==> src/rtl/ppm_decoder.sv <==
// ---------------------------------------------------------------------------
// ppm_decoder
// Recovers the pulse position of each PPM frame from a single-wire stream.
// Frame timing comes from a frame-start strobe or from a free-running
// counter. A good frame (exactly one accepted pulse) updates pos_out with a
// one-cycle pos_valid strobe. Frames with no pulse or with several pulses
// raise err_missing / err_multi instead.
//
// Optional feature macro: PPM_DEC_SYNC_EN
//   defined   : 2-flop synchronizer on ppm_in and a matching 2-cycle delay
//               on sync_in (latency L = 2). Use when ppm_in is asynchronous.
//   undefined : ppm_in / sync_in used directly (L = 0). ppm_in must be
//               driven from clk.
//
// Parameters
//   FRAME_LEN  cycles per frame (4 .. 2**CNT_W)
//   CNT_W      width of the position counter and pos_out
//   MIN_WIDTH  minimum consecutive high cycles for a pulse (>= 1)
//
// Ports
//   clk          in   clock, rising edge
//   rst          in   asynchronous active-high reset
//   ena          in   clock enable; low holds all state, clears strobes
//   ppm_in       in   pulse stream
//   sync_in      in   frame-start strobe (its cycle is position 0)
//   pos_out      out  last successfully decoded position
//   pos_valid    out  one-cycle strobe when pos_out updates
//   err_missing  out  one-cycle strobe: frame ended with no pulse
//   err_multi    out  one-cycle strobe: frame ended with 2+ pulses
// ---------------------------------------------------------------------------
`timescale 1ns/1ps

module ppm_decoder #(
  parameter int unsigned FRAME_LEN = 256,
  parameter int unsigned CNT_W     = 8,
  parameter int unsigned MIN_WIDTH = 2
) (
  input  logic             clk,
  input  logic             rst,
  input  logic             ena,
  input  logic             ppm_in,
  input  logic             sync_in,
  output logic [CNT_W-1:0] pos_out,
  output logic             pos_valid,
  output logic             err_missing,
  output logic             err_multi
);

  localparam int unsigned       WID_W          = (MIN_WIDTH < 2) ? 1 : $clog2(MIN_WIDTH + 1);
  localparam logic [CNT_W-1:0]  LAST_POS       = CNT_W'(FRAME_LEN - 1);
  localparam logic [WID_W-1:0]  WID_MAX        = WID_W'(MIN_WIDTH);
  localparam bit                ACCEPT_ON_RISE = (MIN_WIDTH == 1);
  localparam logic [1:0]        HITS_NONE      = 2'd0;
  localparam logic [1:0]        HITS_ONE       = 2'd1;
  localparam logic [1:0]        HITS_MANY      = 2'd2;

  typedef enum logic [1:0] {
    S_LOW  = 2'd0,
    S_CHK  = 2'd1,
    S_HIGH = 2'd2
  } state_t;

  logic             w_ppm_s;
  logic             w_sync_d;

  // Input stage: ppm and sync see the same delay so positions stay aligned
`ifdef PPM_DEC_SYNC_EN
  logic r_ppm_meta;
  logic r_ppm_s;
  logic r_sync_d1;
  logic r_sync_d2;

  always_ff @(posedge clk or posedge rst) begin
    if (rst) begin
      r_ppm_meta <= 1'b0;
      r_ppm_s    <= 1'b0;
      r_sync_d1  <= 1'b0;
      r_sync_d2  <= 1'b0;
    end else if (ena) begin
      r_ppm_meta <= ppm_in;
      r_ppm_s    <= r_ppm_meta;
      r_sync_d1  <= sync_in;
      r_sync_d2  <= r_sync_d1;
    end
  end

  assign w_ppm_s  = r_ppm_s;
  assign w_sync_d = r_sync_d2;
`else
  assign w_ppm_s  = ppm_in;
  assign w_sync_d = sync_in;
`endif

  logic [CNT_W-1:0] r_cnt;
  logic [CNT_W-1:0] w_pos_now;
  logic [CNT_W-1:0] w_cnt_nxt;
  logic             w_frame_end;
  logic             w_abort;

  // Frame position: sync forces position 0; an unaligned sync aborts the frame
  assign w_pos_now   = w_sync_d ? '0 : r_cnt;
  assign w_frame_end = (w_pos_now == LAST_POS);
  assign w_abort     = w_sync_d && (r_cnt != '0);
  assign w_cnt_nxt   = w_frame_end ? '0 : (w_pos_now + CNT_W'(1));

  state_t           r_state;
  state_t           w_state_nxt;
  logic [WID_W-1:0] r_width;
  logic [WID_W-1:0] w_width_inc;
  logic [WID_W-1:0] w_width_nxt;
  logic [CNT_W-1:0] r_cand;
  logic [CNT_W-1:0] w_acc_pos;
  logic             w_capture;
  logic             w_accept;

  assign w_width_inc = r_width + WID_W'(1);

  // Pulse FSM: state register
  always_ff @(posedge clk or posedge rst) begin
    if (rst) begin
      r_state <= S_LOW;
    end else if (ena) begin
      r_state <= w_state_nxt;
    end
  end

  // Pulse FSM: next state
  always_comb begin
    w_state_nxt = r_state;
    case (r_state)
      S_LOW: begin
        if (w_ppm_s) begin
          w_state_nxt = ACCEPT_ON_RISE ? S_HIGH : S_CHK;
        end
      end
      S_CHK: begin
        if (!w_ppm_s) begin
          w_state_nxt = S_LOW;
        end else if (w_width_inc == WID_MAX) begin
          w_state_nxt = S_HIGH;
        end
      end
      S_HIGH: begin
        if (!w_ppm_s) begin
          w_state_nxt = S_LOW;
        end
      end
      default: w_state_nxt = S_LOW;
    endcase
  end

  // Pulse FSM: outputs (capture on rise, accept once width reaches MIN_WIDTH)
  always_comb begin
    w_capture   = 1'b0;
    w_accept    = 1'b0;
    w_width_nxt = r_width;
    w_acc_pos   = r_cand;
    case (r_state)
      S_LOW: begin
        w_acc_pos = w_pos_now;
        if (w_ppm_s) begin
          w_capture   = 1'b1;
          w_width_nxt = WID_W'(1);
          w_accept    = ACCEPT_ON_RISE;
        end
      end
      S_CHK: begin
        if (w_ppm_s) begin
          w_width_nxt = w_width_inc;
          w_accept    = (w_width_inc == WID_MAX);
        end
      end
      default: ;
    endcase
  end

  logic [1:0]       r_hits;
  logic [1:0]       w_hits_base;
  logic [1:0]       w_hits_eff;
  logic [CNT_W-1:0] r_first;
  logic [CNT_W-1:0] w_first_eff;

  // Hit tally including an accept in this very cycle; an abort starts from zero
  assign w_hits_base = w_abort ? HITS_NONE : r_hits;
  assign w_hits_eff  = !w_accept ? w_hits_base :
                       (w_hits_base == HITS_NONE) ? HITS_ONE : HITS_MANY;
  assign w_first_eff = (w_accept && (w_hits_base == HITS_NONE)) ? w_acc_pos : r_first;

  // Counter, candidate/width tracking, frame evaluation and output strobes
  always_ff @(posedge clk or posedge rst) begin
    if (rst) begin
      r_cnt       <= '0;
      r_cand      <= '0;
      r_width     <= '0;
      r_hits      <= HITS_NONE;
      r_first     <= '0;
      pos_out     <= '0;
      pos_valid   <= 1'b0;
      err_missing <= 1'b0;
      err_multi   <= 1'b0;
    end else if (!ena) begin
      pos_valid   <= 1'b0;
      err_missing <= 1'b0;
      err_multi   <= 1'b0;
    end else begin
      r_cnt       <= w_cnt_nxt;
      r_width     <= w_width_nxt;
      pos_valid   <= 1'b0;
      err_missing <= 1'b0;
      err_multi   <= 1'b0;
      if (w_capture) begin
        r_cand <= w_pos_now;
      end
      if (w_frame_end) begin
        pos_valid   <= (w_hits_eff == HITS_ONE);
        err_missing <= (w_hits_eff == HITS_NONE);
        err_multi   <= (w_hits_eff == HITS_MANY);
        if (w_hits_eff == HITS_ONE) begin
          pos_out <= w_first_eff;
        end
        r_hits <= HITS_NONE;
      end else begin
        r_hits  <= w_hits_eff;
        r_first <= w_first_eff;
      end
    end
  end

endmodule

==> config.mk <==
export PLATFORM = sky130hd
export DESIGN_NAME = ppm_decoder
export DESIGN_NICKNAME = d
export VERILOG_FILES = /design/src/rtl/ppm_decoder.sv
export SDC_FILE = /design/constraint.sdc
export NUM_CORES = 1
export LEC_CHECK = 0
export ABC_AREA = 1
export CAP_MARGIN = 10
export CORE_MARGIN = 2
export CORE_UTILIZATION = 46
export CTS_BUF_LIST = sky130_fd_sc_hd__clkbuf_8 sky130_fd_sc_hd__clkbuf_16
export DETAILED_ROUTE_END_ITERATION = 10
export PLACE_DENSITY = 0.75
export REMOVE_ABC_BUFFERS = 1
export SLEW_MARGIN = 5
export SYNTH_ARGS = -nofsm -noshare
export SYNTH_HDL_FRONTEND = slang
export SYNTH_SLANG_ARGS = --single-unit
==> constraint.sdc <==
create_clock -name clk -period 1.6 [get_ports clk]
set_input_delay 0.16 -clock clk [delete_from_list [all_inputs] [get_ports clk]]
set_output_delay 0.16 -clock clk [all_outputs]
set_load 0.1 [all_outputs]
# == Word-level counts from Yosys, hierarchy flattened ==
# Index checks and enable logic that the tools add are counted.
# totals
in_bits,5
ff_bits,41
out_inout_bits,11
word_cells,60
# classes
add_sub_neg,2
bitwise,1
n_reduce_logical,12
n_eq_ne,10
muxes,25
# op_table
operator,count
$mux 8,4
$mux 2,9
$mux 1,10
$add 8x1->8 const B,1
$eq 8x8->1 const B,1
$reduce_and 4->1,2
$reduce_bool 8->1,1
$eq 2x2->1 const B,3
$logic_not 2->1,3
$ne 2x2->1 const B,3
$pmux 2 s3,1
$eq 2x1->1 const B,2
$pmux 2 s2,1
$reduce_and 2->1,2
$ne 3x3->1 const B,1
$reduce_and 3->1,1
$add 2x1->2 const B,1
$logic_and 1x1->1,2
$reduce_bool 2->1,1
$not 1->1,1

# == Logic depth before layout (Yosys ltp) ==
# depth
depth_word,9
depth_mapped,11
ltp_nobuf,10

# == Worst setup path before layout ==
# Ideal clock, no wire load.
# synth_path
path_type,register -> register
from,reg r_cnt[0]
to,reg pos_out[0]
arrival_time_ps,1552
n_path_buf,0
period_less_slack_ps,1672
setup_time_ps,120
t_required_ps,1480
path_stages_with_launch,11
setup_slack_ps,-72
cell_sequence,dfrtp_1 -> inv_1 -> nor2_1 -> ha_1 -> nand3_2 -> nor3_4 -> nand3_4 -> nor2_8 -> nand2_4 -> nand2_1 -> nand2_1
# synth_via
elab_cells_between_ends,13
cone_classes,eq/ne (2); mux (6); reduce/logical (5)
# synth_lines
element,line,text
start: declaration,94,logic [CNT_W-1:0] r_cnt;
start signal: assignment,206,r_cnt <= w_cnt_nxt;
$mux 8 (*),101,assign w_pos_now = w_sync_d ? '0 : r_cnt;
via w_pos_now[0],95,logic [CNT_W-1:0] w_pos_now;
$eq 8x8->1 or $mux 8 (tied branches),"102, 158",
$reduce_and 3->1 (no line) or $mux 8 (tied branches),--,
end signal: assignment,219,pos_out <= w_first_eff;
end: declaration,43,"output logic [CNT_W-1:0] pos_out,"
# Mark *: on every way through the listed nets, which the timed path passes. The rest lies on a longest branch.
# A chain may end at the register's enable or synchronous reset.

# == Worst setup path after layout ==
# layout_path
from,reg r_cnt[1]
to,reg r_cnt[1]
# layout_via
elab_chain_cells,3
elab_cells_between_ends,4
cone_classes,add/sub (1); eq/ne (1); mux (2)
# layout_rtl
element,line,text
$mux 8 (*),101,
via w_pos_now[1],95,
$add 8x1->8 or $eq 8x8->1 (tied branches),"104, 102",
$mux 8 (*),104,assign w_cnt_nxt = w_frame_end ? '0 : (w_pos_now + CNT_W'(1));
# Marked as above.

==> reports/results.tsv <==
metric	value	unit
total_power	3460	uW
drive_gt1_share	32.7	%
ant_nets	0	
fin_nets	327	
ys_types	31	
vias	1956	
hpwlAfterDp	3450	um
startpoint_type	flop	
port_buffers	15	
gp_congestion	0.859	
fp-row-count	24	
grt_start_max_net_pins	42	
viasPerCell	5.24	
relSlewSlack	79.4	%
hold_slack	210	ps
drc_errors	0	
worstPathArrival	1920	ps
status	complete, but fails checks	
cp_cell_sequence	inv_2 -> nor2_4 -> ha_4 -> nand3_4 -> nor3_4 -> a21oi_2 -> buf_4 -> nand2_1 -> o21ai_0	
initial_core_util	48.1	%
firstDrtPassIters	4	
critical_path_peak_fanout	10	
max_freq	573	MHz
cp-end-kind	flop	
cp_slowest_stage_delay	370	ps
synth_top_family_by_area	simple AND/OR/NAND/NOR gates	
synth_simple_gate_area_share	30.4	%
rsz0062_at_grt	true	
netlist_instances	253	
cp_data_required_time	1780	ps
routed_wl	5440	um
synth_warnings	0	
grt_util_all_layers	21.9	%
hp-class	in2async	
detail_route.wl_per_cell	14.6	um
grt_overflow	0	
cap_violations	0	
synthesis.area	0.00211	mm^2
yosysSeqAreaShare	48.7	%
powerDensity	1150	mW/mm^2
peakVddDrop	0.925	mV
worstSkewPairLatency	300	ps
fin_crit_sh	109	%
setup_viol	26	
syn_avg_cell_area	8.33	um^2
postCtsHoldBufs	0	
rr_worst_depth	9	
hold_viol_final	0	
p_leak	0.00150	uW
drt_iter0_drc	151	
io_pins	16	
cp_slowest_cell	dfrtp_1	
cts_buffers	5	
clkTransAtPathRegs	90	ps
ff_latch_area	0.00103	mm^2
r2r-end	r_cnt[1]	
synth_mux_area_share	0	%
synthXorXnorAreaFrac	1.66	%
clk_path_buf_depth	2	
grt_pass1_vias	1929	
core	0.00438	mm^2
skew	9.03	ps
cp_num_buf_inv	2	
ys_ff_latch	41	
violations	setup timing	
area_growth_syn_to_layout	42.8	%
grt_first_pass_wirelength	8890	um
fin_ws	-145	ps
crit_family	simple AND/OR/NAND/NOR gates	
n_antenna_cell	0	
fp.dieW	71.7	um
cts_tree	yes	
cts.htree.levels	2	
root_buffer	clkbuf_8	
pre_cts_ws	-371	ps
multi_input_area	996	um^2
slew_viol_final	0	
worstSetupPathType	reg2reg	
antenna_found_initial	0	
tightest_slew	309	ps
die-height	71.7	um
fillers	325	
clock-sinks	41	
r2r-start	r_cnt[1]	
dieArea	0.00514	mm^2
synth_fa_ha_area_share	1.19	%
period_minus_slack	1750	ps
synth_compound_area_share	10.1	%
ff2ff_setup_slack	-150	ps
-- worst min-delay path, stage by stage --
cell             delay [ps]
clkdlybuf4s50_1         400
inv_1                    90
buf_12                  230
-- where the power goes --
part / internal (uW) / switching [uW]
Clock: 508 / 382
Combinational: 534 / 717
Sequential: 1210 / 107
-- layout make-up --
type / instances / area share [%]
inverters: 30 / 3.74
well taps: 52 / 2.16
multi-input cells: 175 / 33.1
clock buffers: 6 / 2.74
flip-flops and latches: 41 / 34.1
clock inverters: 2 / 1.25
repair buffers: 66 / 22.7
repair inverters: 1 / 0.249
-- how the worst max path moves through the flow --
stage / start / endpoint / slack (ps) / cells past startpoint
2_1_floorplan: r_cnt[0] / r_first[0] / -210 / 9
5_1_grt: r_cnt[1] / r_cnt[1] / -190 / 9
3_5_place_dp: sync_in / pos_out[4] / -370 / 10
4_1_cts: r_cnt[1] / pos_out[4] / -30 / 10
3_3_place_gp: sync_in / pos_out[7] / -310 / 10
6_report: r_cnt[1] / r_cnt[1] / -150 / 9
-- state kept, by name (all words and copies together), names as in the netlist --
| name | count |
|---|---|
| pos_valid | 1 |
| pos_out | 8 |
| r_width | 2 |
| err_multi | 1 |
| r_cnt | 8 |
| err_missing | 1 |
| r_cand | 8 |
| r_state | 2 |
| r_first | 8 |
| r_hits | 2 |
-- routing by layer --
layer | share of wire (%) | track usage (%) | vias up | wire, um
met5 | 0 | 0 | - | 0
met4 | 2.7 | 5.87 | 0 | 148
met3 | 4.3 | 3.66 | 13 | 232
met2 | 50 | 36.8 | 57 | 2700
met1 | 43 | 29.3 | 934 | 2360
li1 | - | - | 952 | -
-- repair_timing --
action / in CTS / in global routing
buffers inserted: 7 / 4
resized for setup: 10 / 15
pin swaps: 9 / 2
gates cloned: 0 / 1
endpoints found under the setup margin: 26 / 27
-- logic make-up (layout without fill, tap and decap cells) --
group                      Yosys count  after routing
adders and majority gates            2              2
DFF                                 41             41
buffers and inverters               37            105
AOI/OAI and AO/OA                   36             36
xor gates and xnor gates             4              4
and+or+nand+nor                    133            133
-- per-stage QoR --
step           TNS (ps)  area (um^2)  instances  util, %
5_1_grt           -3450         3010        373     68.7
3_5_place_dp      -7970         2720        353     61.9
2_1_floorplan     -3150         2050        246        -
4_1_cts            -260         2930        368     66.8
3_3_place_gp      -6660         2720        353     61.9
6_report          -2150         3010        373     68.7
-- Yosys cell counts --
cell / number / share of area [%]
nand2_1: 80 / 14
dfrtp_1: 41 / 49
inv_1: 25 / 4.5
nand3_1: 21 / 5.0
nor2_1: 15 / 2.7
o21ai_0: 15 / 3.6
o22ai_1: 10 / 3.0
inv_2: 5 / 0.89
xor2_1: 4 / 1.7
a21oi_1: 3 / 0.71
buf_2: 3 / 0.71
buf_6: 3 / 1.6
nand2_4: 3 / 1.6
ha_1: 2 / 1.2
nand2_2: 2 / 0.59
nor2_2: 2 / 0.59
nor2_4: 2 / 1.1
nor3_2: 2 / 0.95
o21ai_1: 2 / 0.47
o21ai_2: 2 / 0.83
a31o_2: 1 / 0.42
buf_4: 1 / 0.36
nand3_2: 1 / 0.47
nand3_4: 1 / 0.83
nand3b_1: 1 / 0.36
nand4_1: 1 / 0.30
nor2_8: 1 / 0.95
nor3_4: 1 / 0.77
o211ai_1: 1 / 0.36
o21a_1: 1 / 0.36
o32ai_1: 1 / 0.42
-- cell usage in the layout (no fill, tap or decap) --
master and instances:
a21oi_1 2, o21a_1 1, buf_6 1, dlygate4sd2_1 1, buf_4 47, buf_12 14, ha_2 1, nor3_2 1
nor2_2 1, inv_2 8, clkdlybuf4s50_1 3, o211ai_1 1, o21ai_4 2, a21oi_2 1, clkinvlp_4 2, o32ai_1 1
bufinv_16 1, nand3b_1 1, a31o_2 1, nand2_2 3, ha_4 1, clkbuf_8 6, o21ai_0 13, nor2_4 6
nand3_4 2, inv_1 22, xor2_1 4, nand2_4 3, nand2_1 79, nor3_4 2, nor2_8 1, dfrtp_1 41
nand3_1 20, nand3_2 1, nor2_1 12, o21ai_1 4, nand4_1 1, o22ai_1 10
Note: power is estimated with default switching activity, not from simulation.
